`src/rtl/seq_detect_pkg.sv`:
```
// Shared state encoding and default parameter values for the serial
// pattern detector and its match sub-module.
package seq_detect_pkg;

  typedef enum logic [1:0] {
    SEARCH   = 2'd0,
    SHIFT    = 2'd1,
    COUNT    = 2'd2,
    WAIT_ACK = 2'd3
  } state_e;

  localparam int         PAT_W_DEF     = 4;
  localparam logic [3:0] PATTERN_DEF   = 4'b1101;
  localparam int         SHIFT_LEN_DEF = 4;

  localparam int PAT_W_MAX     = 16;
  localparam int SHIFT_LEN_MAX = 255;

endpackage

```
`src/rtl/seq_detect_shift_if.sv`:
```
// Serial data / handshake bundle between the detector and its environment.
interface seq_detect_shift_if;
  logic data;
  logic done_counting;
  logic ack;
  logic shift_ena;
  logic counting;
  logic done;

  modport master (
    output data, done_counting, ack,
    input  shift_ena, counting, done
  );

  modport slave (
    input  data, done_counting, ack,
    output shift_ena, counting, done
  );
endinterface

```
`src/rtl/seq_match.sv`:
```
// Pattern history register and match detection; hit looks at the live data
// bit so a detect is known on the same edge that samples the last bit.
module seq_match
  import seq_detect_pkg::*;
#(
  parameter int               PAT_W   = PAT_W_DEF,
  parameter logic [PAT_W-1:0] PATTERN = PAT_W'(PATTERN_DEF)
) (
  input  logic clk,
  input  logic resetn,
  input  logic data,
  input  logic enable,
  input  logic clear,
  output logic hit
);

  localparam int            HW        = PAT_W - 1;
  localparam int            FW        = $clog2(PAT_W_MAX);
  localparam logic [FW-1:0] FILL_FULL = FW'(HW);

  logic [HW-1:0]    hist_q, hist_d;
  logic [FW-1:0]    fill_q, fill_d;
  logic [PAT_W-1:0] window;

  assign window = {hist_q, data};
  assign hit    = enable && (window == PATTERN) && (fill_q >= FILL_FULL);

  // clear wins so the bits that formed a match never seed the next one
  always_comb begin
    hist_d = hist_q;
    fill_d = fill_q;
    if (clear) begin
      hist_d = '0;
      fill_d = '0;
    end else if (enable) begin
      hist_d = window[HW-1:0];
      if (fill_q != FILL_FULL) fill_d = fill_q + FW'(1);
    end
  end

  always_ff @(posedge clk or negedge resetn) begin
    if (!resetn) begin
      hist_q <= '0;
      fill_q <= '0;
    end else begin
      hist_q <= hist_d;
      fill_q <= fill_d;
    end
  end

endmodule

```
`src/rtl/seq_detect_shift.sv`:
```
// Serial pattern detector: on a match, pulse shift_ena for SHIFT_LEN cycles,
// then wait for done_counting and ack before searching again.
module seq_detect_shift
  import seq_detect_pkg::*;
#(
  parameter int               PAT_W     = PAT_W_DEF,
  parameter logic [PAT_W-1:0] PATTERN   = PAT_W'(PATTERN_DEF),
  parameter int               SHIFT_LEN = SHIFT_LEN_DEF
) (
  input  logic               clk,
  input  logic               resetn,
  seq_detect_shift_if.slave  bus
);

  localparam int            CW       = $clog2(SHIFT_LEN_MAX + 1);
  localparam logic [CW-1:0] CNT_LOAD = CW'(SHIFT_LEN - 1);

  state_e        state_q, state_d;
  logic [CW-1:0] cnt_q, cnt_d;
  logic          in_search;
  logic          hit;

  assign in_search = (state_q == SEARCH);

  // A hit both leaves SEARCH and wipes the history on the same edge
  seq_match #(
    .PAT_W   (PAT_W),
    .PATTERN (PATTERN)
  ) u_match (
    .clk    (clk),
    .resetn (resetn),
    .data   (bus.data),
    .enable (in_search),
    .clear  (hit),
    .hit    (hit)
  );

  always_comb begin
    state_d = state_q;
    cnt_d   = cnt_q;
    case (state_q)
      SEARCH: begin
        if (hit) begin
          state_d = SHIFT;
          cnt_d   = CNT_LOAD;
        end
      end
      SHIFT: begin
        if (cnt_q == '0) state_d = COUNT;
        else             cnt_d   = cnt_q - CW'(1);
      end
      COUNT:    if (bus.done_counting) state_d = WAIT_ACK;
      WAIT_ACK: if (bus.ack)           state_d = SEARCH;
      default:  state_d = SEARCH;
    endcase
  end

  always_ff @(posedge clk or negedge resetn) begin
    if (!resetn) begin
      state_q <= SEARCH;
      cnt_q   <= '0;
    end else begin
      state_q <= state_d;
      cnt_q   <= cnt_d;
    end
  end

  assign bus.shift_ena = (state_q == SHIFT);
  assign bus.counting  = (state_q == COUNT);
  assign bus.done      = (state_q == WAIT_ACK);

endmodule
```
`src/flat_wrapper.sv`:
```
// flat-port wrapper written by rule: the top's interface ports become plain ports
module seq_detect_shift_flat import seq_detect_pkg::*;
#(
  parameter int               PAT_W     = PAT_W_DEF,
  parameter logic [PAT_W-1:0] PATTERN   = PAT_W'(PATTERN_DEF),
  parameter int               SHIFT_LEN = SHIFT_LEN_DEF
)
  (clk, resetn, bus_data, bus_done_counting, bus_ack, bus_shift_ena, bus_counting, bus_done);
  seq_detect_shift_if bus_i ();
  input  logic clk;
  input  logic resetn;
  input wire logic [$bits(bus_i.data)-1:0] bus_data;
  input wire logic [$bits(bus_i.done_counting)-1:0] bus_done_counting;
  input wire logic [$bits(bus_i.ack)-1:0] bus_ack;
  output wire logic [$bits(bus_i.shift_ena)-1:0] bus_shift_ena;
  output wire logic [$bits(bus_i.counting)-1:0] bus_counting;
  output wire logic [$bits(bus_i.done)-1:0] bus_done;
  assign bus_i.data = bus_data;
  assign bus_i.done_counting = bus_done_counting;
  assign bus_i.ack = bus_ack;
  assign bus_shift_ena = bus_i.shift_ena;
  assign bus_counting = bus_i.counting;
  assign bus_done = bus_i.done;
  seq_detect_shift #(.PAT_W(PAT_W), .PATTERN(PATTERN), .SHIFT_LEN(SHIFT_LEN)) u_core (.clk(clk), .resetn(resetn), .bus(bus_i));
endmodule
```
`config.mk`:
```
export PLATFORM = sky130hd
export DESIGN_NAME = seq_detect_shift_flat
export DESIGN_NICKNAME = d
export VERILOG_FILES = /design/src/rtl/seq_detect_pkg.sv /design/src/rtl/seq_detect_shift_if.sv /design/src/rtl/seq_match.sv /design/src/rtl/seq_detect_shift.sv /design/src/flat_wrapper.sv
export SDC_FILE = /design/constraint.sdc
export NUM_CORES = 1
export LEC_CHECK = 0
export ABC_AREA = 1
export BUFFER_PORTS_ARGS = -buffer_cell sky130_fd_sc_hd__buf_2
export CAP_MARGIN = 20
export CORE_MARGIN = 2
export CORE_UTILIZATION = 63
export DETAILED_ROUTE_END_ITERATION = 7
export PLACE_DENSITY = 0.81
export SLEW_MARGIN = 0
export SYNTH_ARGS = -nofsm -noshare
export SYNTH_HDL_FRONTEND = slang
export SYNTH_HIERARCHICAL = 1
export SYNTH_SLANG_ARGS = --single-unit
```
`constraint.sdc`:
```
create_clock -name clk -period 4.3 [get_ports clk]
set_input_delay 0.215 -clock clk [delete_from_list [all_inputs] [get_ports clk]]
set_output_delay 0.215 -clock clk [all_outputs]
set_load 0.02 [all_outputs]
```
[Word level (Yosys, flattened, before mapping)]
Index checks and enable logic that the tools add are counted.
Operators by class
  add/sub/neg operators: 2
  multipliers: 0
  divide/modulo/power cells: 0
  order comparisons: 1
  equal/unequal tests: 10
  shift operators: 0
  multiplexer cells: 13
  bitwise operators: 0
  reductions and logical operators: 10
Operators with widths (number)
  $mux 8: 2
  $pmux 8 s2: 1
  $mux 4: 3
  $logic_not 8->1: 1
  $mux 2: 4
  $pmux 2 s4: 1
  $sub 8x1->8 const B: 1
  $mux 3: 2
  $ne 2x2->1 const B: 3
  $reduce_bool 2->1: 3
  $add 4x1->4 const B: 1
  $eq 2x2->1 const B: 2
  $eq 4x4->1 const B: 1
  $ge 4x2->1 const B: 1
  $ne 2x1->1 const B: 2
  $ne 4x2->1 const B: 1
  $reduce_and 4->1: 1
  $reduce_and 3->1: 1
  $eq 2x1->1 const B: 1
  $logic_and 1x1->1: 2
  $logic_not 2->1: 1
  $reduce_and 2->1: 1
Word-level totals
  register bits after elaboration: 17
  latch bits: 0
  RAM bits: 0
  memory bits (read-only): 0
  input port bits: 5
  output and inout bits: 3
  word-level logic and storage cells: 40
  memories: 0

[Depth between registers and ports, before layout]
Gate-level depths: netlist of run 1.
  depth in word-level cells: 5
  mapped depth: 10
  mapped depth without buffers: 9

[Hierarchy]
The synthesis of run 1 kept the hierarchy.
By module, submodules not included
  seq_detect_shift: instances 1, cells an instance 101, area each 767.0 µm²
  seq_match: instances 1, cells an instance 48, area each 376.6 µm²

[Worst setup path before layout of run 1]
Ideal clock, no wire load.
  path kind: register to register
  start point: register u_core.state_q[0]
  end point: register u_core.cnt_q[4]
  data arrival time: 2020 ps
  data required time: 4182 ps
  path slack: 2163 ps
  stages on the path, launching flop included: 11
  path buffers: 1
  path through: dfrtp_1 > inv_1 > ha_1 > nand2_1 > a211oi_1 > nor2_1 > inv_1 > nand3_4 > buf_12 > nand2_2 > o21ai_2
Between the ends
  longest elaborated chain between the ends: 5
RTL lines
  start, declared: RTL line seq_detect_shift.sv:18  | state_e state_q, state_d;
  start signal, assigned: RTL line seq_detect_shift.sv:63  | state_q <= state_d;
  $logic_not 2->1: RTL line seq_detect_shift.sv:23  | assign in_search = (state_q == SEARCH);
  named net u_core.in_search: RTL line seq_detect_shift.sv:20  | logic in_search;
  $logic_and 1x1->1 (2 in a row): RTL line seq_match.sv:26  | assign hit = enable && (window == PATTERN) && (fill_q >= FILL_FULL);
  named net u_core.hit: RTL line seq_detect_shift.sv:21  | logic hit;
  $ne 2x1->1 (no line)
  $reduce_and 3->1 (no line)
  end signal, assigned: RTL line seq_detect_shift.sv:64  | cnt_q <= cnt_d;
  end, declared: RTL line seq_detect_shift.sv:19  | logic [CW-1:0] cnt_q, cnt_d;
The timed path passes the listed nets, and every way through them passes these cells.
A chain may end at the register's enable or synchronous reset.

[Worst setup path after layout of run 1]
  start point: register u_core.state_q[0]
  end point: register u_core.cnt_q[1]
The elaborated chain is that of the path after synthesis.

==> out/results.tsv, run 1 <==
metric	value	unit
status	finished, final reports clean	
TritonCTS clock tree	built	
# H-tree levels	1	
share of layout cells above drive strength 1	0.2390	
P_sw	0.0004877	W
IO buf count	7	
Final setup violation count	0	
#FFs+latches synth	17	
final hold vios	0	
TNS Setup	0	ps
Syn. warnings	6	
Cell variety after synth	24	
Yosys top cell area share	0.3720	
Placed Area	1182	um^2
syn_nets	161	
initial antenna violation count	0	
DR iter-0 viols	21	
CP Class	flip-flop to flip-flop	
sinks on the clock net	17	
fin. max-slew vios	0	
number of global-route vias before repair	832	
area of the core	1708	um^2
CP arrival	2620	ps
min-delay worst type	primary input to flip-flop	
Non-Filler Instances	184	
Worst-path clk slew	100	ps
Yosys top cell by area	dfrtp_1	
cells along the critical path	inv_1, ha_1, nand2_1, a211oi_1, nor2_1, inv_1, nand3_4, nand2_1, o21ai_2	
fmax	410.9	MHz
CP required	4480	ps
Mean Syn Cell Area	7.675	um^2
combinational share of power	0.600	
Die Width	46.61	um
r2r setup slk	1870	ps
leading post-synthesis cells by cell area	dfrtp_1, nand2_1, ha_1	
actual slew at the worst max-slew pin	730.6	ps
met2 usage	0.3833	
Post-synth EDFFs	0	
gpl congestion	0.8348	
worst-skew pair later-pin latency	280	ps
CP top delay family	compound AO/OA/AOI/OAI gates	
DRT Pass-1 Iters	4	
Routed Antenna Nets	0	
IO Pins	8	
Crit-path slowest cell	a211oi_1	
drc violations	0	
ys flop type	dfrtp_1	
crit-path max cell delay	640	ps
row count	15	
fin nets	172	
global-route wire length before repair	3387	um
final worst path period share	0.5660	
largest net degree at the start of global routing	18	
Power, Total	0.0009571	W
Final Core Density	0.7158	
Inst Count DP	179	
CP Launch Type	flip-flop	
via count	938	
asr flop ratio synth	1.000	
Overflow after GRT	0	
WL final	2040	um
RSZ-0062 raised after global routing	no	
Buf+Inv Stages, Crit Path	2	
number of setup buffers added after CTS	0	
Die Area	2172	um^2
cts bufs inserted	3	
root buffer cell	clkbuf_4	
Max Cap Violations	0	
Final HPWL DP	1555	um
clk_skew	0.9845	ps
Top Usage Layer GRT	met2	
max_slew headroom	0.5100	
Seq/Total Area, Yosys	0.3720	
clock share of power	0.091	
starting density of the core	0.6696	
Area growth syn-to-layout	6.893	%
Synth Instances	149	
sw frac	0.5096	
diode count	0	
met3 Use GR	0.02353	
most frequent cells after synthesis	nand2_1, inv_1, dfrtp_1, nand3_1, nor2_1	
GRT Resource Usage Total	0.2185	
WL/cell	11.09	um
Crit Path Max Fanout	15	
Internal	0.0004694	W
Worst IR Drop VDD	484.9	uV
post-DR vias/cell	5.098	
grt met1 use	0.2783	
Seq pwr share	0.310	
Power Density	782.9	nW/um^2
minimum clock period	2434	ps
Die Height	46.61	um
top-count cell post-synth	nand2_1	
crit end category	flip-flop	
P_leak	0.6234	nW
Bufs on Longest Clock Path	2	
fin area	1222	um^2
Cell Area, Synth	1144	um^2
power by group through the flow:
stage          Combinational, W   Clock, W  Sequential [W]
6_report               0.000574  0.0000869        0.000296
5_1_grt                0.000649  0.0000972        0.000306
3_3_place_gp           0.000547          0        0.000297
3_5_place_dp           0.000568          0        0.000299
2_1_floorplan          0.000512          0        0.000285
4_1_cts                0.000572  0.0000909        0.000297
metal layers:
metal	vias to the layer above	share of wire	wire [um]
met3	2	0.019	38
met5	-	0	0
met1	435	0.46	943
met4	0	0.0064	13
met2	9	0.51	1045
li1	492	-	-
state kept, by name, indices dropped and copies added, names as in the netlist:
signal                 cells
u_core/state_q             2
u_core/u_match/fill_q      4
u_core/u_match/hist_q      3
u_core/cnt_q               8
timing repair:
item,CTS,global route
hold buffers,1,0
resized for setup,0,0
hold endpoints to repair,17,0
worst paths after layout:
check                                              start                  endpoint  cells after the start
worst min-delay path                            bus_data  u_core/u_match/hist_q[0]                      3
worst max-delay path                   u_core/state_q[0]           u_core/cnt_q[1]                      9
worst min register to register  u_core/u_match/hist_q[2]  u_core/u_match/hist_q[2]                      2
worst max register to register         u_core/state_q[0]           u_core/cnt_q[1]                      9
max in group asynchronous                         resetn  u_core/u_match/hist_q[1]                      2
min in group asynchronous                         resetn           u_core/cnt_q[4]                      2
kinds of logic (layout without fill, tap and decap cells):
family | after synthesis | after routing | share of synthesized area
DFF | 17 | 17 | 0.3720
and+or+nand+nor | 81 | 81 | 0.3359
adders and majority gates | 7 | 7 | 0.07658
AOI/OAI and AO/OA | 18 | 18 | 0.1127
buffers and inverters | 26 | 36 | 0.1028
placed cells by master, fill, tap and decap left out:
cell type | synthesis | layout
o21ai_2 | 7 | 7
o21bai_1 | 1 | 1
nand4_1 | 2 | 2
or2_2 | 1 | 1
a211oi_1 | 1 | 1
a21oi_2 | 1 | 1
dlygate4sd3_1 | 0 | 1
clkbuf_4 | 0 | 3
o21ai_1 | 3 | 3
nand3_2 | 1 | 1
inv_2 | 4 | 4
nand3_1 | 15 | 15
dfrtp_1 | 17 | 17
inv_1 | 20 | 20
clkinvlp_4 | 0 | 1
nor2_2 | 5 | 5
o22ai_1 | 3 | 3
o21ai_0 | 2 | 2
ha_1 | 7 | 7
buf_2 | 0 | 7
nand2_2 | 6 | 6
nand3_4 | 1 | 1
nor3_1 | 1 | 1
nor2_1 | 9 | 9
nand2_1 | 39 | 39
or2_4 | 1 | 1
metrics by stage:
step | worst slack [ps] | hold WS, ps
final | 1866 | 220.4
after CTS | 1884 | 198.5
after global routing | 1646 | 220.8
after detailed placement | 1908 | 154.2
after floorplan | 2163 | -80.59
after global placement | 2041 | 151.7
tightest hold or removal path, cell delays in order:
cell and delay [ps]:
buf_2 100, nand2_1 80, o22ai_1 80
layout make-up:
type | instances | area, um^2
Tap cell | 25 | 31.28
Multi-Input combinational cell | 106 | 600.6
Clock buffer | 3 | 22.52
Timing Repair Buffer | 8 | 45.04
Clock inverter | 1 | 7.507
Sequential cell | 17 | 425.4
Fill cell | 132 | 485.5
Inverter | 24 | 90.09
No activity file was read; power rests on OpenSTA's default activity.
==> inputs of run 2 (changes only) <==
- CORE_UTILIZATION: 63 -> 58
- PLACE_DENSITY: 0.81 -> 0.75
- clock period: 4.3 -> 2.5 ns (I/O delays scaled with it)
==> run 2 against run 1 <==
  * Cell count is 1.6% higher
  * Non-clock buffer count is 1 higher
  * Largest power group unchanged
  * Fmax is 19% higher
  * Sequential cell count stayed put
  * Combinational power is 69% higher
  * Critical path type unchanged
  * Register-to-register slack worse by 1400 ps
  * Worst hold slack worse by 73 ps
  * Utilization is 7.0 points lower
  * Sequential share of layout area is 0.18 points lower
  * Critical endpoint is now u_core/cnt_q[3]
  * Worst setup slack worse by 1400 ps
==> out/results.tsv, run 2 (same netlist as run 1, synthesis figures left out) <==
metric	value	unit	change
Power Density	1324	nW/um^2	was 782.9 nW/um^2
hold wc startpoint	bus_data		unchanged
CP startpoint	u_core/state_q[0]		unchanged
clk_skew	6.474	ps	was 0.9845 ps
P_leak	0.6299	nW	was 0.6234 nW
initial antenna violation count	0		unchanged
sinks on the clock net	17		unchanged
crit end category	flip-flop		unchanged
Area growth syn-to-layout	7.440	%	was 6.893%
WL/cell	10.70	um	was 11.09 um
final worst path period share	0.8172		was 0.5660
DR iter-0 viols	32		was 21
Final HPWL DP	1504	um	was 1555 um
row count	16		was 15
drc violations	0		unchanged
Worst-path clk slew	100	ps	about the same
global-route wire length before repair	3788	um	was 3387 um
number of setup buffers added after CTS	0		unchanged
Final setup violation count	0		unchanged
min-delay worst type	primary input to flip-flop		unchanged
Routed Antenna Nets	0		unchanged
CP arrival	2220	ps	was 2620 ps
worst hold endpoint	u_core/u_match/hist_q[0]		unchanged
DRT Pass-1 Iters	4		unchanged
fin nets	173		was 172
crit-path max cell delay	420	ps	was 640 ps
IO buf count	7		unchanged
Die Area	2343	um^2	was 2172 um^2
r2r setup slk	460	ps	was 1870 ps
Final Core Density	0.6461		was 0.7158
final hold vios	0		unchanged
hold buffer count at CTS	1		unchanged
Worst R2R End	u_core/cnt_q[3]		was u_core/cnt_q[1]
cts bufs inserted	3		unchanged
GRT Resource Usage Total	0.2035		was 0.2185
post-DR vias/cell	4.984		was 5.098
diode count	0		unchanged
register with the most flip-flops	u_core/cnt_q		unchanged
worst-skew pair later-pin latency	280	ps	about the same
cts repair resizes	0		unchanged
largest net degree at the start of global routing	18		unchanged
area of the core	1902	um^2	was 1708 um^2
IO Pins	8		unchanged
Max Cap Violations	0		unchanged
root buffer cell	clkbuf_4		unchanged
cells along the critical path	inv_1, ha_1, nand2_1, a211oi_1, nor2_1, inv_1, nand3_4, nand2_1, o21ai_2		unchanged
gpl congestion	0.8916		was 0.8348
Die Height	48.41	um	was 46.61 um
WL final	2001	um	was 2040 um
hold path cells	3		unchanged
starting density of the core	0.6013		was 0.6696
RSZ-0062 raised after global routing	no		unchanged
Overflow after GRT	0		unchanged
Die Width	48.41	um	was 46.61 um
number of global-route vias before repair	895		was 832
# H-tree levels	1		unchanged
TNS Setup	0	ps	unchanged
max reg flops	8		unchanged
fin. max-slew vios	0		unchanged
CP required	2680	ps	was 4480 ps
via count	932		was 938
most common cell after layout, fill and taps aside	nand2_1		unchanged
reg2reg path depth	9		unchanged
TritonCTS clock tree	built		unchanged
CP Class	flip-flop to flip-flop		unchanged
Crit Path Max Fanout	15		unchanged
max_slew headroom	0.7215		was 0.5100
Bufs on Longest Clock Path	2		unchanged
status	finished, final reports clean		unchanged
minimum clock period	2043	ps	was 2434 ps
Worst IR Drop VDD	868.3	uV	was 484.9 uV
R2R Path Start	u_core/state_q[0]		unchanged
Placed Area	1192	um^2	was 1182 um^2
most frequent cells in the layout	nand2_1, inv_1, dfrtp_1		unchanged
fin area	1229	um^2	was 1222 um^2
share of layout cells above drive strength 1	0.2375		was 0.2390
biggest regs	u_core/cnt_q x8, u_core/u_match/fill_q x4, u_core/u_match/hist_q x3		unchanged
Power, Total	0.001627	W	was 0.0009571 W
fmax	489.5	MHz	was 410.9 MHz
CP Launch Type	flip-flop		unchanged
Crit-path slowest cell	dfrtp_1		was a211oi_1
Fin Hold WS	147.1	ps	was 220.4 ps
actual slew at the worst max-slew pin	417.7	ps	was 730.6 ps
==> run 2: worst max-delay path, delay by kind of cell, from the launching register on <==
kind / cells / cell delay [ps]
adder cells (fa/ha/maj): 1 / 320
buffers and inverters: 2 / 220
flip-flops: 1 / 420
AO/OA/AOI/OAI: 2 / 380
AND/OR/NAND/NOR: 4 / 610
==> run 2: stage by stage <==
stage	setup WS (ps)	cells
4_1_cts	458.6	187
2_1_floorplan	362.7	149
6_report	457.0	187
3_5_place_dp	500.1	182
5_1_grt	310.6	187
3_3_place_gp	634.9	182
==> run 2: layout make-up <==
type,count,area [um^2]
inverters,24,90.09
repair buffers,9,52.55
well taps,27,33.78
clock buffers,4,26.28
fillers,175,673.1
multi-input cells,106,600.6
flip-flops and latches,17,425.4
==> run 2: where the power goes <==
part / total, W / switching (W) / internal, W
clock: 0.000140 / 0.0000786 / 0.0000618
combinational: 0.000970 / 0.000618 / 0.000352
sequential: 0.000517 / 0.000121 / 0.000396
total: 0.00163 / 0.000817 / 0.000810
==> run 2: how the worst max path moves through the flow <==
stage          depth (start not counted)  slack [ps]               to
4_1_cts                                9         460  u_core/cnt_q[3]
5_1_grt                                9         310  u_core/cnt_q[7]
3_3_place_gp                           9         630  u_core/cnt_q[2]
6_report                               9         460  u_core/cnt_q[3]
3_5_place_dp                           9         500  u_core/cnt_q[2]
2_1_floorplan                         10         360  u_core/cnt_q[4]
==> run 2: per-layer routing <==
layer | part of all wire | vias up | track usage
li1 | - | 494 | -
met1 | 0.49 | 417 | 0.2581
met2 | 0.48 | 21 | 0.3565
met3 | 0.036 | 0 | 0.03704
met4 | 0 | 0 | 0.05714
met5 | 0 | - | 0
